<file path="src/rtl/addsub_pipe_stage_pkg.sv">
// addsub_pipe_stage_pkg: widths, opcodes, flag indices and opcode decode helpers
package addsub_pipe_stage_pkg;
  localparam int WIDTH = 32;
  localparam int TAG_W = 4;
  localparam logic [1:0] OP_ADD = 2'b00;
  localparam logic [1:0] OP_SUB = 2'b01;
  localparam logic [1:0] OP_ADC = 2'b10;
  localparam logic [1:0] OP_SBB = 2'b11;
  localparam int FLAG_N = 3;
  localparam int FLAG_Z = 2;
  localparam int FLAG_C = 1;
  localparam int FLAG_V = 0;
  function automatic logic op_inv(input logic [1:0] op);
    return op == OP_SUB || op == OP_SBB;
  endfunction
  function automatic logic op_chain(input logic [1:0] op);
    return op == OP_ADC || op == OP_SBB;
  endfunction
endpackage

</file>
<file path="src/rtl/addsub_pipe_stage_if.sv">
// addsub_pipe_stage_if: request/result handshake bundle for the add/sub pipeline
interface addsub_pipe_stage_if;
  import addsub_pipe_stage_pkg::*;
  logic             in_valid;
  logic             in_ready;
  logic [1:0]       in_op;
  logic [WIDTH-1:0] in_a;
  logic [WIDTH-1:0] in_b;
  logic [TAG_W-1:0] in_tag;
  logic             out_valid;
  logic             out_ready;
  logic [WIDTH-1:0] out_sum;
  logic [3:0]       out_flags;
  logic [TAG_W-1:0] out_tag;
  logic             carry_q;
  modport master (
    output in_valid, in_op, in_a, in_b, in_tag, out_ready,
    input  in_ready, out_valid, out_sum, out_flags, out_tag, carry_q
  );
  modport slave (
    input  in_valid, in_op, in_a, in_b, in_tag, out_ready,
    output in_ready, out_valid, out_sum, out_flags, out_tag, carry_q
  );
endinterface

</file>
<file path="src/rtl/addsub_pipe_stage_adder.sv">
// thirtyTwoBitAdder: 32-bit adder of 4-bit lookahead groups chained by group generate/propagate
module thirtyTwoBitAdder (
  input  logic [31:0] a,
  input  logic [31:0] b,
  input  logic        cin,
  output logic [31:0] sum,
  output logic        cout
);
  logic [31:0] g, p, c;
  logic [8:0]  gc;
  assign g = a & b;
  assign p = a ^ b;
  assign gc[0] = cin;
  for (genvar k = 0; k < 8; k++) begin : grp
    localparam int L = 4 * k;
    assign c[L]     = gc[k];
    assign c[L+1]   = g[L] | (p[L] & gc[k]);
    assign c[L+2]   = g[L+1] | (p[L+1] & g[L]) | (&p[L+1:L] & gc[k]);
    assign c[L+3]   = g[L+2] | (p[L+2] & g[L+1]) | (&p[L+2:L+1] & g[L]) | (&p[L+2:L] & gc[k]);
    assign gc[k+1]  = g[L+3] | (p[L+3] & g[L+2]) | (&p[L+3:L+2] & g[L+1]) | (&p[L+3:L+1] & g[L])
                    | (&p[L+3:L] & gc[k]);
  end
  assign sum  = p ^ c;
  assign cout = gc[8];
endmodule

</file>
<file path="src/rtl/addsub_pipe_stage.sv">
// addsub_pipe_stage: two-stage valid/ready add/sub pipeline with sticky carry for ADC/SBB chains
module addsub_pipe_stage
  import addsub_pipe_stage_pkg::*;
(
  input  logic               clk,
  input  logic               rst_n,
  addsub_pipe_stage_if.slave bus
);
  logic             s1_valid_q, s1_valid_d, cin_q, cin_d;
  logic [WIDTH-1:0] a_q, a_d, b_q, b_d;
  logic [TAG_W-1:0] tag_q, tag_d, otag_q, otag_d;
  logic             out_valid_q, out_valid_d, carry_q, carry_d;
  logic [WIDTH-1:0] sum_q, sum_d, add_sum;
  logic [3:0]       flags_q, flags_d, flags_new;
  logic             add_cout, s2_adv, s1_adv, in_rdy, acc, c_fwd;
  thirtyTwoBitAdder u_add (.a(a_q), .b(b_q), .cin(cin_q), .sum(add_sum), .cout(add_cout));
  always_comb begin
    s2_adv      = !out_valid_q || bus.out_ready;
    s1_adv      = s1_valid_q && s2_adv;
    in_rdy      = !s1_valid_q || s2_adv;
    acc         = bus.in_valid && in_rdy;
    c_fwd       = s1_adv ? add_cout : carry_q;
    flags_new            = '0;
    flags_new[FLAG_N]    = add_sum[WIDTH-1];
    flags_new[FLAG_Z]    = add_sum == '0;
    flags_new[FLAG_C]    = add_cout;
    flags_new[FLAG_V]    = (a_q[WIDTH-1] == b_q[WIDTH-1]) && (add_sum[WIDTH-1] != a_q[WIDTH-1]);
    s1_valid_d  = acc || (s1_valid_q && !s1_adv);
    a_d         = acc ? bus.in_a : a_q;
    b_d         = acc ? (op_inv(bus.in_op) ? ~bus.in_b : bus.in_b) : b_q;
    cin_d       = acc ? (op_chain(bus.in_op) ? c_fwd : op_inv(bus.in_op)) : cin_q;
    tag_d       = acc ? bus.in_tag : tag_q;
    out_valid_d = s1_adv || (out_valid_q && !bus.out_ready);
    sum_d       = s1_adv ? add_sum : sum_q;
    flags_d     = s1_adv ? flags_new : flags_q;
    otag_d      = s1_adv ? tag_q : otag_q;
    carry_d     = s1_adv ? add_cout : carry_q;
  end
  always_ff @(posedge clk) begin
    if (!rst_n) begin
      s1_valid_q  <= 1'b0;
      a_q         <= '0;
      b_q         <= '0;
      cin_q       <= 1'b0;
      tag_q       <= '0;
      out_valid_q <= 1'b0;
      sum_q       <= '0;
      flags_q     <= '0;
      otag_q      <= '0;
      carry_q     <= 1'b0;
    end else begin
      s1_valid_q  <= s1_valid_d;
      a_q         <= a_d;
      b_q         <= b_d;
      cin_q       <= cin_d;
      tag_q       <= tag_d;
      out_valid_q <= out_valid_d;
      sum_q       <= sum_d;
      flags_q     <= flags_d;
      otag_q      <= otag_d;
      carry_q     <= carry_d;
    end
  end
  assign bus.in_ready  = in_rdy;
  assign bus.out_valid = out_valid_q;
  assign bus.out_sum   = sum_q;
  assign bus.out_flags = flags_q;
  assign bus.out_tag   = otag_q;
  assign bus.carry_q   = carry_q;
endmodule
</file>
<file path="src/flat_wrapper.sv">
// flat-port wrapper written by rule: the top's interface ports become plain ports
module addsub_pipe_stage_flat import addsub_pipe_stage_pkg::*;
  (clk, rst_n, bus_in_valid, bus_in_op, bus_in_a, bus_in_b, bus_in_tag, bus_out_ready, bus_in_ready, bus_out_valid, bus_out_sum, bus_out_flags, bus_out_tag, bus_carry_q);
  addsub_pipe_stage_if bus_i ();
  input  logic clk;
  input  logic rst_n;
  input wire logic [$bits(bus_i.in_valid)-1:0] bus_in_valid;
  input wire logic [$bits(bus_i.in_op)-1:0] bus_in_op;
  input wire logic [$bits(bus_i.in_a)-1:0] bus_in_a;
  input wire logic [$bits(bus_i.in_b)-1:0] bus_in_b;
  input wire logic [$bits(bus_i.in_tag)-1:0] bus_in_tag;
  input wire logic [$bits(bus_i.out_ready)-1:0] bus_out_ready;
  output wire logic [$bits(bus_i.in_ready)-1:0] bus_in_ready;
  output wire logic [$bits(bus_i.out_valid)-1:0] bus_out_valid;
  output wire logic [$bits(bus_i.out_sum)-1:0] bus_out_sum;
  output wire logic [$bits(bus_i.out_flags)-1:0] bus_out_flags;
  output wire logic [$bits(bus_i.out_tag)-1:0] bus_out_tag;
  output wire logic [$bits(bus_i.carry_q)-1:0] bus_carry_q;
  assign bus_i.in_valid = bus_in_valid;
  assign bus_i.in_op = bus_in_op;
  assign bus_i.in_a = bus_in_a;
  assign bus_i.in_b = bus_in_b;
  assign bus_i.in_tag = bus_in_tag;
  assign bus_i.out_ready = bus_out_ready;
  assign bus_in_ready = bus_i.in_ready;
  assign bus_out_valid = bus_i.out_valid;
  assign bus_out_sum = bus_i.out_sum;
  assign bus_out_flags = bus_i.out_flags;
  assign bus_out_tag = bus_i.out_tag;
  assign bus_carry_q = bus_i.carry_q;
  addsub_pipe_stage u_core (.clk(clk), .rst_n(rst_n), .bus(bus_i));
endmodule
</file>
<file path="config.mk">
export PLATFORM = sky130hd
export DESIGN_NAME = addsub_pipe_stage_flat
export DESIGN_NICKNAME = d
export VERILOG_FILES = /design/src/rtl/addsub_pipe_stage_pkg.sv /design/src/rtl/addsub_pipe_stage_if.sv /design/src/rtl/addsub_pipe_stage_adder.sv /design/src/rtl/addsub_pipe_stage.sv /design/src/flat_wrapper.sv
export SDC_FILE = /design/constraint.sdc
export NUM_CORES = 1
export LEC_CHECK = 0
export CAP_MARGIN = 20
export CORE_ASPECT_RATIO = 0.75
export CORE_MARGIN = 2
export CORE_UTILIZATION = 25
export CTS_BUF_LIST = sky130_fd_sc_hd__clkbuf_2
export DETAILED_ROUTE_END_ITERATION = 8
export SLEW_MARGIN = 20
export SYNTH_ARGS = -nofsm -noshare
export SYNTH_HDL_FRONTEND = slang
export SYNTH_HIERARCHICAL = 1
export SYNTH_SLANG_ARGS = --single-unit
</file>
<file path="constraint.sdc">
create_clock -name clk -period 4.4 [get_ports clk]
set_clock_uncertainty 0.05 [all_clocks]
set_input_delay 0.44 -clock clk [delete_from_list [all_inputs] [get_ports clk]]
set_output_delay 0.44 -clock clk [all_outputs]
set_load 0.005 [all_outputs]
</file>
======== Word-level counts from Yosys, hierarchy flattened ========
Cells that the tools add are included.
storage, ports and cells
  logic and storage cells ................. 246
  flip-flop bits (word level) ............. 112
  output and inout port bits .............. 43
  bits of input ports ..................... 74
cells by class
  eq/ne operators ......................... 5
  mux-type cells .......................... 3
  reduce and logical (&&, ||, !) cells .... 64
  bitwise gates (word level) .............. 164
operators with widths
  cell                  count
  $and A1 B1 Y1         80
  $or A1 B1 Y1          80
  $xor A32 B32 Y32      2
  $reduce_and A2 Y1     24
  $reduce_and A3 Y1     16
  $and A32 B32 Y32      1
  $logic_not A32 Y1     1
  $mux W32              1
  $not A32 Y32          1
  $reduce_and A4 Y1     8
  $logic_or A1 B1 Y1    6
  $logic_and A1 B1 Y1   5
  $eq A2 B2 Y1 const B  2
  $logic_not A1 Y1      4
  $eq A2 B1 Y1 const B  1
  $mux W1               2
  $eq A1 B1 Y1          1
  $ne A1 B1 Y1          1

======== Longest topological paths before layout ========
  word-level depth ........................ 23
  gate-level depth with buffers ........... 15
  gate-level depth less buffers ........... 15

======== Hierarchy ========
The synthesis kept the hierarchy.
by module, submodules not included
  module             seq. area each (um^2)  area an instance (um^2)  cells an instance  instances
  addsub_pipe_stage  2222.1                 4413.0                   499                1
  thirtyTwoBitAdder  0.0                    1343.8                   162                1

======== Worst setup path before layout ========
No wires, ideal clock.
  path kind ............................... register -> register
  start point ............................. register u_core.a_q[17]
  end point ............................... register u_core.flags_q[2], in the netlist u_core/bus.out_flags[2]
  period minus slack after synthesis ...... 3.770 ns
  library setup time ...................... 0.069 ns
  buffers on the path ..................... 0
  required time ........................... 4.281 ns
  stages on the path, launching flop included .. 15
  arrival time ............................ 3.652 ns
  slack ................................... 0.630 ns
  cell sequence ........................... dfxtp_1 > ha_1 > and2_4 > a221o_1 > a221oi_4 > o211ai_1 > a31o_2 > a41o_1 > a21o_1 > fa_1 > xor2_1 > nor4b_1 > nand4_1 > or4_1 > o21ai_1
on the way
  longest elaborated chain between the ends .. 13
  elaborated cells between the ends (all ways) .. 47
  those cells by class .................... bitwise: 41; reduce/logical: 6
RTL lines
  what                                                  line                                                          source
  start: declaration                                    addsub_pipe_stage.sv:10                                       logic [WIDTH-1:0] a_q, a_d, b_q, b_d;
  start signal: assignment                              addsub_pipe_stage.sv:42                                       a_q <= '0;
  start signal: assignment                              addsub_pipe_stage.sv:53                                       a_q <= a_d;
  $xor A32 B32 Y32 or $and A32 B32 Y32 (tied branches)  addsub_pipe_stage_adder.sv:12, addsub_pipe_stage_adder.sv:11
  $reduce_and A3 Y1 or $and A1 B1 Y1 (tied branches)    addsub_pipe_stage_adder.sv:20                                 assign gc[k+1] = g[L+3] | (p[L+3] & g[L+2]) | (&p[L+3:L+2] & g[L+1]) | (&p[L+3:L+1] & g[L])
  $and A1 B1 Y1 or $or A1 B1 Y1 (tied branches)         addsub_pipe_stage_adder.sv:20
  $or A1 B1 Y1                                          addsub_pipe_stage_adder.sv:20
  $or A1 B1 Y1 *                                        addsub_pipe_stage_adder.sv:21                                 | (&p[L+3:L] & gc[k]);
  $and A1 B1 Y1 *                                       addsub_pipe_stage_adder.sv:21
  $or A1 B1 Y1 *                                        addsub_pipe_stage_adder.sv:21
  $and A1 B1 Y1 *                                       addsub_pipe_stage_adder.sv:21
  $or A1 B1 Y1 *                                        addsub_pipe_stage_adder.sv:21
  $and A1 B1 Y1 *                                       addsub_pipe_stage_adder.sv:17                                 assign c[L+1] = g[L] | (p[L] & gc[k]);
  $or A1 B1 Y1 *                                        addsub_pipe_stage_adder.sv:17
  $xor A32 B32 Y32 *                                    addsub_pipe_stage_adder.sv:23                                 assign sum = p ^ c;
  via u_core.add_sum[29]                                addsub_pipe_stage.sv:13                                       logic [WIDTH-1:0] sum_q, sum_d, add_sum;
  $logic_not A32 Y1 *                                   addsub_pipe_stage.sv:25                                       flags_new[FLAG_Z] = add_sum == '0;
  end signal: assignment                                addsub_pipe_stage.sv:59                                       flags_q <= flags_d;
  end: declaration                                      addsub_pipe_stage.sv:14                                       logic [3:0] flags_q, flags_d, flags_new;
Mark *: on every way through the listed nets, which the timed path passes. The rest lies on a longest branch.
A chain may end at the register's enable or synchronous reset.

======== Worst setup path in the final report ========
Ends and elaborated chain as after synthesis.

==> key figures <==
Floorplan
  – I/O pins: 117
  – Area of the core: 0.0228 sq mm
  – Initial Utilization: between 20% and 30%
  – Site Rows: 48
  – Die footprint: 0.0243 sq mm
  – Die width: approximately 180 um
  – Die height: 135 um

STA
  – Slew headroom: 29.0%
  – Setup TNS: 0 ns
  – Worst-margin pin slew: between 1 and 1.5 ns
  – Final setup fails: 0
  – Peak Freq: around 0.24 GHz
  – Tcrit/Tclk final: slightly above 90%
  – Max-slew violations: 0
  – Final Hold Viols: 0
  – Post-route minimum period: 4.10 ns
  – RSZ-0062 raised after global routing: no

Global route
  – Global-route wire length before repair: between 20000 and 25000 um
  – Largest net degree at the start of global routing: between 100 and 150
  – Vias in the first global route: around 4600
  – GR Util All Layers: 12.6%
  – Initial antenna violation count: 0
  – Gr ovfl total: 0

Pwr
  – Comb power frac: 23.7%
  – Seq pwr share: between 50% and 60%
  – VDD IR max: 0.106 mV
  – Net Sw Power: 0.000613 W
  – Leakage: 3.10 nW
  – Internal power: 0.00138 W
  – Pwr/cell area: 274 mW/mm^2
  – Sw Ratio: 30.8%
  – Tot Pwr: roughly 0.0020 W
  – Clock share of power: 20.4%

Place
  – DP Wirelength: 11000 um
  – Port Buffer Count: roughly 120
  – Placer's final routability congestion estimate: 0.797

Setup path
  – Worst setup EP type: register
  – R2R Path Start: u_core/a_q[17]
  – Reg2Reg Setup Slack: 0.30 ns
  – Reg2Reg Depth: 14
  – Crit-path max FO: 4
  – Slowest stage cell, crit path: or4_1
  – Crit path launch type: register
  – RR Endpoint: u_core/bus.out_flags[2]
  – CP max stage delay: about 0.42 ns
  – Crit Path Category: reg -> reg
  – WP data required: 4.92 ns
  – Crit-path cells: ha_1 > and2_4 > a221o_1 > a221oi_4 > o211ai_1 > a31o_2 > a41o_1 > a21o_1 > fa_1 > xor2_1 > nor4b_2 > nand4_1 > or4_1 > o21ai_1
  – Crit path DAT: 4.62 ns

Clock tree
  – H-tree lvl count: 3
  – CTS tree: done
  – Num CTS Buffers: 9
  – Worst-Skew Late Latency: 0.61 ns
  – Root Driver: clkbuf_2
  – Buffers from clock root to sink, at most: 2
  – Register clock-pin slew on the reported worst setup and hold paths: 0.29 ns
  – Postcts setup bufs: 0
  – Clk sinks: approximately 110

Route
  – Total number of vias: 4718
  – DRC: 0
  – DRT antenna net count: 0
  – First-pass DRT Iterations: 4
  – Final wirelength: 15200 um
  – Vias per cell: 4.46
  – Initial drt markers: between 200 and 250
  – Drt wl/cell: approximately 14 um

Cells and area
  – Post-Route Utilization: 31.9%
  – Multi-input logic area: roughly 0.0034 sq mm
  – # diodes: 0
  – Share of cells above drive strength 1: 4.22%
  – Layout area overhead: 26.4%
  – Seq. cell area: ~0.0022 sq mm
  – Fillers: 2466
  – Nets: 867

Yosys
  – Ys flop type: dfxtp_1
  – Synthesis Warnings: 6
  – Synth Area per Inst: 8.71 sq um
  – Mapped cell area: 0.00576 sq mm
  – Area share of the largest cell type after synthesis: 38.6%
  – Most area-hungry cell type in the Yosys netlist: dfxtp_1
  – Yosys reg bits: 111
  – Top post-synthesis cells by area: dfxtp_1 (39%), nand2_1 (13%), a21boi_0 (9.8%)
  – Synth cell types: 46
  – Register area share after synthesis: 38.6%
  – Post-synth EDFFs: 0
  – Syn Nets: 775
  – Synth Instances: 661
  – Ys async rst share: 0%

Worst hold path
  – Hold Crit Depth: 3
  – Min-Delay Path Class: in -> reg
  – Hold Path Origin: bus_in_a[28]
  – Worst hold endpoint: u_core/a_q[28]

Run
  – Max-Cap Viols: 0

Outcome
  – Outcome: completed
routing by layer:
| layer | up-vias | track usage (%) | routed length, um |
|---|---|---|---|
| met5 | - | 0 | 0 |
| met4 | 0 | 2.82 | 128 |
| met3 | 11 | 3.03 | 670 |
| met2 | 85 | 19.7 | 6460 |
| met1 | 2180 | 17.5 | 7970 |
| li1 | 2442 | - | - |
cells in the mapped netlist, types with 2 or more instances:
cell type and count:
a21o_1 11, dfxtp_1 111, a21oi_1 15, nand2b_1 3, a21boi_0 75, a211oi_1 3, o21ai_0 9, xor2_1 11
nor4_1 5, nor2_1 9, o221ai_1 3, inv_1 12, nand3b_1 2, or4_1 2, o211ai_1 2, nor2b_1 3
a31oi_1 2, xnor2_1 42, clkbuf_1 25, nand3_1 4, nand4_1 5, ha_1 32, o21a_1 4, buf_2 13
nand2_1 194, o211a_1 33, nor3_1 5, fa_1 8
per-stage QoR:
| step | hold slack, ns | cells | instance area, sq um | worst slack (ns) |
|---|---|---|---|---|
| 2_1_floorplan | 0.391 | 661 | 5760 | 0.630 |
| 3_3_place_gp | 0.403 | 1042 | 7180 | 0.348 |
| 3_5_place_dp | 0.403 | 1042 | 7180 | 0.230 |
| 4_1_cts | 0.212 | 1058 | 7270 | 0.141 |
| 5_1_grt | 0.213 | 1058 | 7280 | 0.0195 |
| 6_report | 0.296 | 1058 | 7280 | 0.302 |
worst max-delay path, delay by kind of cell, from the launching register on:
| kind | cells | cell delay (ns) |
|---|---|---|
| AO/OA/AOI/OAI | 7 | 1.69 |
| flip-flops | 1 | 0.38 |
| XOR/XNOR | 1 | 0.20 |
| adder cells (fa/ha/maj) | 2 | 0.72 |
| AND/OR/NAND/NOR | 4 | 1.01 |
how the worst max path moves through the flow:
stage          depth (start not counted)  slack [ns]                 endpoint            from
3_5_place_dp                          15        0.23  u_core/bus.out_flags[2]   u_core/a_q[0]
6_report                              14        0.30  u_core/bus.out_flags[2]  u_core/a_q[17]
5_1_grt                               15        0.02  u_core/bus.out_flags[2]   u_core/a_q[0]
2_1_floorplan                         14        0.63  u_core/bus.out_flags[2]  u_core/a_q[17]
4_1_cts                               15        0.14  u_core/bus.out_flags[2]   u_core/a_q[0]
3_3_place_gp                          15        0.35  u_core/bus.out_flags[2]   u_core/a_q[0]
cell type report:
type / instances / share of cell area (%)
repair buffers: 120 / 16.4
clock inverters: 6 / 0.516
inverters: 12 / 0.619
well taps: 300 / 5.16
clock buffers: 10 / 0.688
flip-flops and latches: 111 / 30.5
multi-input cells: 499 / 46.1
power groups by stage:
stage / registers [W] / logic (W) / clock network (W)
3_5_place_dp: 0.00113 / 0.000474 / 0
6_report: 0.00111 / 0.000471 / 0.000406
2_1_floorplan: 0.00112 / 0.000280 / 0
4_1_cts: 0.00112 / 0.000478 / 0.000440
5_1_grt: 0.00112 / 0.000524 / 0.000474
3_3_place_gp: 0.00113 / 0.000474 / 0
cells by family (layout without fill, tap and decap cells):
group / after synthesis / in the layout / share of synthesized area, %
XOR/XNOR: 53 / 53 / 8.06
buffers and inverters: 51 / 148 / 3.67
adder cells (fa/ha/maj): 40 / 40 / 9.74
flip-flops: 111 / 111 / 38.6
AO/OA/AOI/OAI: 167 / 167 / 22.7
AND/OR/NAND/NOR: 239 / 239 / 17.2
sequential cells by signal, summed over array words and instances, names as in the netlist, 3 cells and up:
name                  count
u_core/b_q               32
u_core/bus.out_sum       32
u_core/bus.out_flags      3
u_core/tag_q              4
u_core/a_q               32
u_core/bus.out_tag        4
placed cells by master (no fill, tap or decap), types with 10 or more instances in the layout:
cell type / Yosys / routed
nand2_1: 194 / 194
inv_1: 12 / 12
xnor2_1: 42 / 42
dfxtp_1: 111 / 111
a21boi_0: 75 / 75
xor2_1: 11 / 11
a21oi_1: 15 / 13
clkbuf_2: 0 / 10
o211a_1: 33 / 33
ha_1: 32 / 32
clkdlybuf4s50_1: 0 / 114
a21o_1: 11 / 11
timing repair:
action                     4_1_cts  5_1_grt
gates resized for setup          0        2
setup endpoints to repair        0        1
hold buffers                     0        0
Power figures use the tool's default switching activity.
